File: src/rtl/mips_sys_pkg.sv
// Shared definitions for the syscall responder: service codes, FSM states, ASCII constants.
// Latency: n/a (package only).
// Backpressure: n/a (package only).
package mips_sys_pkg;

   localparam logic [31:0] SYS_PRINT_INT  = 32'd1;
   localparam logic [31:0] SYS_EXIT       = 32'd10;
   localparam logic [31:0] SYS_PRINT_CHAR = 32'd11;
   localparam logic [31:0] SYS_EXIT2      = 32'd17;
   localparam logic [31:0] SYS_PRINT_HEX  = 32'd34;

   localparam logic [7:0] ASCII_0     = 8'h30;
   localparam logic [7:0] ASCII_A_LC  = 8'h61;
   localparam logic [7:0] ASCII_MINUS = 8'h2d;

   typedef enum logic [2:0] {IDLE, CONVERT, EMIT, SKIP, HALTED} state_t;

   typedef enum logic [1:0] {MODE_CHAR, MODE_HEX, MODE_INT} emit_mode_t;

   // One double-dabble iteration on {bcd[39:0], bin[31:0]}: correct every
   // digit that would overflow on doubling, then shift the whole word left.
   function automatic logic [71:0] dd_step(input logic [71:0] v);
      logic [71:0] t;
      t = v;
      for (int d = 0; d < 10; d++) begin
         if (t[32 + 4*d +: 4] >= 4'd5)
            t[32 + 4*d +: 4] = t[32 + 4*d +: 4] + 4'd3;
      end
      return {t[70:0], 1'b0};
   endfunction

   function automatic logic [7:0] hex_ascii(input logic [3:0] nib);
      if (nib < 4'd10)
         return ASCII_0 + {4'b0000, nib};
      else
         return ASCII_A_LC + {4'b0000, nib} - 8'd10;
   endfunction

endpackage

File: src/rtl/syscall_unit_if.sv
// Bundle between the core's MEM stage / console sink and the syscall responder.
// Latency: n/a (wires only).
// Backpressure: out_valid/out_ready handshake on the console byte stream; sys_busy freezes the core.
// Ports: sys_req/sys_v0/sys_a0 request, sys_busy, out_valid/out_data/out_ready, halt/exit_code.
interface syscall_unit_if #(parameter int DATA_W = 32);

   logic              sys_req;
   logic [DATA_W-1:0] sys_v0;
   logic [DATA_W-1:0] sys_a0;
   logic              sys_busy;
   logic              out_valid;
   logic [7:0]        out_data;
   logic              out_ready;
   logic              halt;
   logic [7:0]        exit_code;

   // Core / environment side.
   modport master (
      output sys_req, sys_v0, sys_a0, out_ready,
      input  sys_busy, out_valid, out_data, halt, exit_code
   );

   // Responder side.
   modport slave (
      input  sys_req, sys_v0, sys_a0, out_ready,
      output sys_busy, out_valid, out_data, halt, exit_code
   );

endinterface

File: src/rtl/bin2bcd_seq.sv
// Iterative 32-bit binary to 10-digit BCD converter (double-dabble, one bit per cycle).
// Latency: first shift on the start edge, result valid with done 32 cycles after start.
// Backpressure: none; result holds until the next start.
// Ports: clk, rst, start, bin[31:0] in; busy, done (one-cycle pulse), bcd[39:0] out.
module bin2bcd_seq
   import mips_sys_pkg::*;
(
   input  logic        clk,
   input  logic        rst,
   input  logic        start,
   input  logic [31:0] bin,
   output logic        busy,
   output logic        done,
   output logic [39:0] bcd
);

   logic [71:0] sh;
   logic [4:0]  cnt;

   // The start edge already performs the first of the 32 shifts so that the
   // final digits are present in the cycle where done is high.
   always_ff @(posedge clk) begin
      if (rst) begin
         sh   <= '0;
         cnt  <= '0;
         busy <= 1'b0;
         done <= 1'b0;
      end else begin
         done <= 1'b0;
         if (start) begin
            sh   <= dd_step({40'd0, bin});
            cnt  <= 5'd31;
            busy <= 1'b1;
         end else if (busy) begin
            sh  <= dd_step(sh);
            cnt <= cnt - 5'd1;
            if (cnt == 5'd1) begin
               busy <= 1'b0;
               done <= 1'b1;
            end
         end
      end
   end

   assign bcd = sh[71:32];

endmodule

File: src/rtl/syscall_unit.sv
// Syscall responder: serves print int/char/hex as an ASCII byte stream, exit services raise a sticky halt.
// Latency: char/hex first byte C0+1, int first byte C0+33, exit halt at C0+1, unknown code busy one cycle.
// Backpressure: out_ready low stalls EMIT indefinitely with out_data held; sys_busy stays high meanwhile.
// Ports: clk, rst (sync, active high), bus (syscall_unit_if.slave).
module syscall_unit
   import mips_sys_pkg::*;
#(
   parameter int DATA_W = 32
) (
   input logic           clk,
   input logic           rst,
   syscall_unit_if.slave bus
);

   state_t            state, state_nxt;
   emit_mode_t        mode;
   logic [DATA_W-1:0] a0_q;
   logic              sign_pend;
   logic [3:0]        idx;
   logic [7:0]        exit_q;

   logic              bcd_start, bcd_busy, bcd_done;
   logic [39:0]       bcd;
   logic [31:0]       mag;
   logic [3:0]        lead;
   logic              hs, last_byte;

   // Magnitude as an unsigned value: 0x80000000 negates to itself.
   assign mag       = bus.sys_a0[DATA_W-1] ? (~bus.sys_a0 + 32'd1) : bus.sys_a0;
   assign bcd_start = (state == IDLE) && bus.sys_req && (bus.sys_v0 == SYS_PRINT_INT);
   assign hs        = (state == EMIT) && bus.out_ready;

   bin2bcd_seq u_bcd (
      .clk   (clk),
      .rst   (rst),
      .start (bcd_start),
      .bin   (mag),
      .busy  (bcd_busy),
      .done  (bcd_done),
      .bcd   (bcd)
   );

   // Index of the most significant non-zero digit; 0 when the value is 0.
   always_comb begin
      lead = 4'd0;
      for (int d = 0; d < 10; d++) begin
         if (bcd[4*d +: 4] != 4'd0)
            lead = 4'(d);
      end
   end

   always_comb begin
      last_byte = 1'b1;
      case (mode)
         MODE_HEX: last_byte = (idx == 4'd0);
         MODE_INT: last_byte = !sign_pend && (idx == 4'd0);
         default:  last_byte = 1'b1;
      endcase
   end

   // State register.
   always_ff @(posedge clk) begin
      if (rst)
         state <= IDLE;
      else
         state <= state_nxt;
   end

   // Next-state logic. Requests outside IDLE are ignored.
   always_comb begin
      state_nxt = state;
      case (state)
         IDLE: begin
            if (bus.sys_req) begin
               case (bus.sys_v0)
                  SYS_PRINT_INT:                 state_nxt = CONVERT;
                  SYS_PRINT_CHAR, SYS_PRINT_HEX: state_nxt = EMIT;
                  SYS_EXIT, SYS_EXIT2:           state_nxt = HALTED;
                  default:                       state_nxt = SKIP;
               endcase
            end
         end
         CONVERT: begin
            if (bcd_done)
               state_nxt = EMIT;
            else if (!bcd_busy)
               state_nxt = IDLE;   // converter not running: nothing to wait for
         end
         EMIT:    if (hs && last_byte) state_nxt = IDLE;
         SKIP:    state_nxt = IDLE;
         HALTED:  state_nxt = HALTED;
         default: state_nxt = IDLE;
      endcase
   end

   // Byte sequencing: operand latch, sign flag, digit / nibble index.
   always_ff @(posedge clk) begin
      if (rst) begin
         a0_q      <= '0;
         mode      <= MODE_CHAR;
         sign_pend <= 1'b0;
         idx       <= 4'd0;
         exit_q    <= 8'd0;
      end else begin
         case (state)
            IDLE: begin
               if (bus.sys_req) begin
                  a0_q <= bus.sys_a0;
                  case (bus.sys_v0)
                     SYS_PRINT_INT: begin
                        mode      <= MODE_INT;
                        sign_pend <= bus.sys_a0[DATA_W-1];
                     end
                     SYS_PRINT_CHAR: mode <= MODE_CHAR;
                     SYS_PRINT_HEX: begin
                        mode <= MODE_HEX;
                        idx  <= 4'd7;
                     end
                     SYS_EXIT:  exit_q <= 8'd0;
                     SYS_EXIT2: exit_q <= bus.sys_a0[7:0];
                     default: ;
                  endcase
               end
            end
            CONVERT: if (bcd_done) idx <= lead;
            EMIT: begin
               if (hs) begin
                  if (sign_pend)
                     sign_pend <= 1'b0;
                  else if (idx != 4'd0)
                     idx <= idx - 4'd1;
               end
            end
            default: ;
         endcase
      end
   end

   // Outputs, decoded from registered state only.
   always_comb begin
      bus.sys_busy  = (state != IDLE);
      bus.out_valid = (state == EMIT);
      bus.halt      = (state == HALTED);
      bus.exit_code = exit_q;
      bus.out_data  = 8'd0;
      if (state == EMIT) begin
         case (mode)
            MODE_HEX: bus.out_data = hex_ascii(a0_q[{idx[2:0], 2'b00} +: 4]);
            MODE_INT: bus.out_data = sign_pend ? ASCII_MINUS
                                               : ASCII_0 + {4'b0000, bcd[{idx, 2'b00} +: 4]};
            default:  bus.out_data = a0_q[7:0];
         endcase
      end
   end

endmodule
File: src/flat_wrapper.sv
// flat-port wrapper written by rule: the top's interface ports become plain ports
module syscall_unit_flat import mips_sys_pkg::*;
#(
   parameter int DATA_W = 32
)
  (clk, rst, bus_sys_req, bus_sys_v0, bus_sys_a0, bus_out_ready, bus_sys_busy, bus_out_valid, bus_out_data, bus_halt, bus_exit_code);
  syscall_unit_if #(.DATA_W(DATA_W)) bus_i ();
  input logic clk;
  input logic rst;
  input wire logic [$bits(bus_i.sys_req)-1:0] bus_sys_req;
  input wire logic [$bits(bus_i.sys_v0)-1:0] bus_sys_v0;
  input wire logic [$bits(bus_i.sys_a0)-1:0] bus_sys_a0;
  input wire logic [$bits(bus_i.out_ready)-1:0] bus_out_ready;
  output wire logic [$bits(bus_i.sys_busy)-1:0] bus_sys_busy;
  output wire logic [$bits(bus_i.out_valid)-1:0] bus_out_valid;
  output wire logic [$bits(bus_i.out_data)-1:0] bus_out_data;
  output wire logic [$bits(bus_i.halt)-1:0] bus_halt;
  output wire logic [$bits(bus_i.exit_code)-1:0] bus_exit_code;
  assign bus_i.sys_req = bus_sys_req;
  assign bus_i.sys_v0 = bus_sys_v0;
  assign bus_i.sys_a0 = bus_sys_a0;
  assign bus_i.out_ready = bus_out_ready;
  assign bus_sys_busy = bus_i.sys_busy;
  assign bus_out_valid = bus_i.out_valid;
  assign bus_out_data = bus_i.out_data;
  assign bus_halt = bus_i.halt;
  assign bus_exit_code = bus_i.exit_code;
  syscall_unit #(.DATA_W(DATA_W)) u_core (.clk(clk), .rst(rst), .bus(bus_i));
endmodule
File: config.mk
export PLATFORM = sky130hd
export DESIGN_NAME = syscall_unit_flat
export DESIGN_NICKNAME = d
export VERILOG_FILES = /design/src/rtl/mips_sys_pkg.sv /design/src/rtl/syscall_unit_if.sv /design/src/rtl/bin2bcd_seq.sv /design/src/rtl/syscall_unit.sv /design/src/flat_wrapper.sv
export SDC_FILE = /design/constraint.sdc
export NUM_CORES = 1
export LEC_CHECK = 0
export CAP_MARGIN = 20
export CORE_ASPECT_RATIO = 1.4
export CORE_MARGIN = 4
export CORE_UTILIZATION = 41
export DETAILED_ROUTE_END_ITERATION = 16
export GPL_TIMING_DRIVEN = 0
export SETUP_SLACK_MARGIN = 0.4
export SKIP_LAST_GASP = 1
export SYNTH_ARGS = -nofsm -noshare
export SYNTH_HDL_FRONTEND = slang
export SYNTH_HIERARCHICAL = 1
export SYNTH_SLANG_ARGS = --single-unit
export TNS_END_PERCENT = 5
File: constraint.sdc
create_clock -name clk -period 4.3 [get_ports clk]
set_input_delay 0.43 -clock clk [delete_from_list [all_inputs] [get_ports clk]]
set_output_delay 0.43 -clock clk [all_outputs]
set_load 0.01 [all_outputs]
==> results summary <==
The proportion of netlist area held by the largest area contributor is 31.74%. The H-tree generated during clock tree synthesis spans 4 levels. The power per unit of standard cell area is 304.0 nW/µm². The net count of the mapped netlist came out at 1,061.

The tool flagged a number of max-cap violations equal to 0. The number of DRC markers in iteration 0 came out at 383. The clock period minus final worst setup slack is 3.749 ns. Setup repair after global routing left no endpoint under its margin. Clock latency on the worst-skew pair, taken at its later pin, is 0.43 ns. Of all cell types, the one taking the most synthesized area is dfxtp_1. The final routed wire length divided by cell count is 17.55 µm. The number of global-route vias before repair came to 6,963. Setup violations remaining at the end of the flow were counted as 0. The total I/O pin count came out at 87. By area the synthesized netlist is led by dfxtp_1 32%, mux2i_1 6.9%, a21oi_1 6.1%. The region available for standard cell placement spans 19,290 µm². The synthesized flop and latch total came out at 128. The CTS tree is yes. The worst min-delay path category is reg2reg. The run finished with clean final reports. The delay of the slowest critical-path stage is 0.57 ns. The site row count came out at 60. The die is 174.0 µm tall. The post-route antenna net violation count came out at 0. The wire length reported by the detailed router came out at 23,340 µm. Walking the worst path, the cells encountered are clkbuf_4 -> clkbuf_4 -> mux4_2 -> mux2i_1 -> ha_1 -> nor2b_1 -> mux2_2 -> o21ai_1 -> clkdlybuf4s50_1. The number of buffers added to fix hold violations after cts is 0. After global routing the overflow that remains totals 0. The worst clock skew is 0.01161 ns. The largest fanout on the critical path came out at 10. The share of the core filled with cells came out at 50.91%. The clock slew seen by the registers of the worst setup and hold paths is 0.06 ns. Entering global routing, the biggest net connects 17 pins. The placer's final routability congestion estimate came out at 0.8842. In this run the cell area measured after placement is 9235 µm². The number of antenna diodes in the final layout is 0. For this run, the detailed router's first-pass iteration total came to 5.

The HPWL after detailed placement is 17,710 µm. Once layout is done, the placed cells without fillers occupy 9822 µm². The type of origin of the critical path is a flop. The proportion of synthesized flip-flops having asynchronous set or reset is 0%. The count of buffers added on input and output ports is 85.

The number of vias after detailed routing came out at 7,164. The die is 126.6 µm wide. Data arrives at the worst endpoint at 3.32 ns.

A synthesized cell averages 8.367 µm². The share of post-route cells with drive strength above 1 is 12.94%. The relative area change from synthesis to final layout is 21.65%. The number of antenna violations at the first check in global routing came out at 0. The buffer cell driving the clock tree root is clkbuf_16. For the pin with the worst max-slew slack, the measured transition is 1.114 ns. The number of clock sinks is 128. The library cell appearing most often on the critical path is clkbuf_4. The CTS buffer count is 17.

The part of the Yosys area used for sequential elements came out at 31.74%. The total negative setup slack came out at 0 ns. The slowest stage of the critical path is the clkdlybuf4s50_1 cell.

The number of max-slew violations in the final report is 0. The mapped netlist covers 8074 µm². Once the clock tree was built, the setup fixing pass inserted 0 buffers. The global-route wire length before repair came out at 36,980 µm.

For this run, the total global-route usage over all layers was measured as 20.99%. The maximum frequency from static timing analysis came out at 266.7 MHz. In the routed layout, each cell is associated on average with a via count of 5.386. The number of synthesis warnings came out at 6.

The analysis attributes to cell leakage a power of 3.673 nW. The data required time of the critical path is 3.87 ns. Among all flip-flop cells after synthesis, the most frequent one is dfxtp_1.

Counting flops with a built-in enable in the synthesized netlist gives 0. The final net count came out at 1,165. The final period utilization is 87.19%. The hold violation count in the final report is 0.

The longest clock path from root to sink contains 2 buffers. The worst pin sits at a relative slew slack of 25.36%. The initial core utilization came out at 41.85%. The die area came out at 22,030 µm². After detailed routing, the number of remaining DRC violations is 0.

The worst setup path is captured at an output pin. The type of the worst setup path is reg2out. The total power after layout is 2.986 mW. After synthesis, the netlist uses 79 different library cells. The highest ir drop seen on vdd is 249.3 µV. In the synthesized netlist, the number of instances is 965.
[registers in the layout, summed over array words and instances (netlist names)]
| signal | count |
|---|---|
| u_core/mode | 2 |
| u_core/sign_pend | 1 |
| u_core/u_bcd/sh | 71 |
| u_core/u_bcd/busy | 1 |
| u_core/idx | 4 |
| u_core/u_bcd/cnt | 5 |
| u_core/state | 3 |
| u_core/bus.exit_code | 8 |
| u_core/a0_q | 32 |
| u_core/u_bcd/done | 1 |
[repair_timing]
action	4_1_cts	5_1_grt
setup endpoints to repair	3	3
pin swaps	0	0
gates cloned	0	0
endpoints found under the hold margin	0	0
gates resized for setup	4	7
[cell usage after synthesis, types with 5 or more instances]
| cell type | number |
|---|---|
| and3_1 | 5 |
| or3_1 | 5 |
| mux4_2 | 14 |
| o21ai_0 | 48 |
| nor3_1 | 11 |
| nor2b_1 | 11 |
| nand2b_1 | 14 |
| xnor2_1 | 42 |
| nand3b_1 | 5 |
| dfxtp_1 | 128 |
| clkbuf_1 | 27 |
| a22o_1 | 17 |
| a21oi_1 | 98 |
| inv_1 | 37 |
| nor3b_1 | 5 |
| mux2i_1 | 56 |
| nand2_1 | 120 |
| nand3_1 | 15 |
| nor2_1 | 77 |
| or4_1 | 6 |
| a21oi_2 | 9 |
| buf_2 | 11 |
| nor4_1 | 15 |
| ha_1 | 28 |
| buf_4 | 45 |
| o31ai_1 | 19 |
| buf_6 | 5 |
| xor2_1 | 11 |
[cell type report]
type	count	area [µm²]
clock inverters	15	137.6
flip-flops and latches	128	2562
plain buffers	90	569.3
clock buffers	17	425.4
inverters	39	146.4
multi-input cells	708	4820
fillers	1878	9472
well taps	248	310.3
repair buffers	85	850.8
[worst paths after layout]
path,slack (ns),endpoint,cells past startpoint,startpoint
worst max-delay path,0.55,bus_out_data[2],9,u_core/idx[1]
worst max register to register,1.21,u_core/u_bcd/sh[41],9,u_core/state[2]
worst min register to register,0.45,u_core/a0_q[8],2,u_core/a0_q[8]
worst min-delay path,0.45,u_core/a0_q[8],2,u_core/a0_q[8]
[cells in the final DEF, fill, tap and decap left out, types with 6 or more instances in the layout]
cell             count
nor3_1              11
a21oi_2              9
o31ai_1             19
clkbuf_16           17
or4_1                6
nor2b_1             11
buf_4               46
nor4_1              15
nand2_1            120
a21oi_1             98
o21ai_0             48
ha_1                28
a22o_1              17
mux2i_1             55
nand3_1             15
buf_2               11
clkbuf_1            25
nand2b_1            14
nor2_1              77
clkdlybuf4s50_1     85
mux4_2              14
xnor2_1             42
xor2_1              11
inv_1               37
dfxtp_1            128
[metal layers]
metal / vias to the layer above / routed length [µm] / track usage [%]
met5: - / 0 / 0
met4: 0 / 422 / 6.395
met3: 28 / 700 / 3.289
met2: 149 / 12450 / 38.18
met1: 3382 / 9769 / 25.11
li1: 3605 / - / -
[critical path, delay by kind of cell, from the launching register on]
family	cells	cell delay (ns)
buf+inv	3	1.07
mux	3	0.91
flops	1	0.33
fa+ha+maj	1	0.22
compound gates	1	0.19
simple gates	1	0.17
[stage by stage]
stage	instances	hold slack, ns	worst slack (ns)
after detailed placement	1298	0.4457	0.4522
after global placement	1298	0.4436	0.4719
after global routing	1330	0.4668	0.4003
final	1330	0.4544	0.5509
after CTS	1330	0.4538	0.4133
after floorplan	965	0.4331	1.517
[power by group]
group / switching, mW / internal [mW]
Sequential: 0.0198 / 1.21
Combinational: 0.194 / 0.164
Clock: 0.596 / 0.802
Total: 0.809 / 2.18
[cells by family (layout without fill, tap and decap cells)]
kind of cell	Yosys count	after routing	share of synthesized area, %
AND/OR/NAND/NOR	315	315	19.36
AO/OA/AOI/OAI	239	239	18.83
buffers and inverters	129	246	8.725
flip-flops	128	128	31.74
multiplexers	73	73	11.27
XOR/XNOR	53	53	5.749
adder cells (fa/ha/maj)	28	28	4.339
Power figures use the tool's default switching activity.
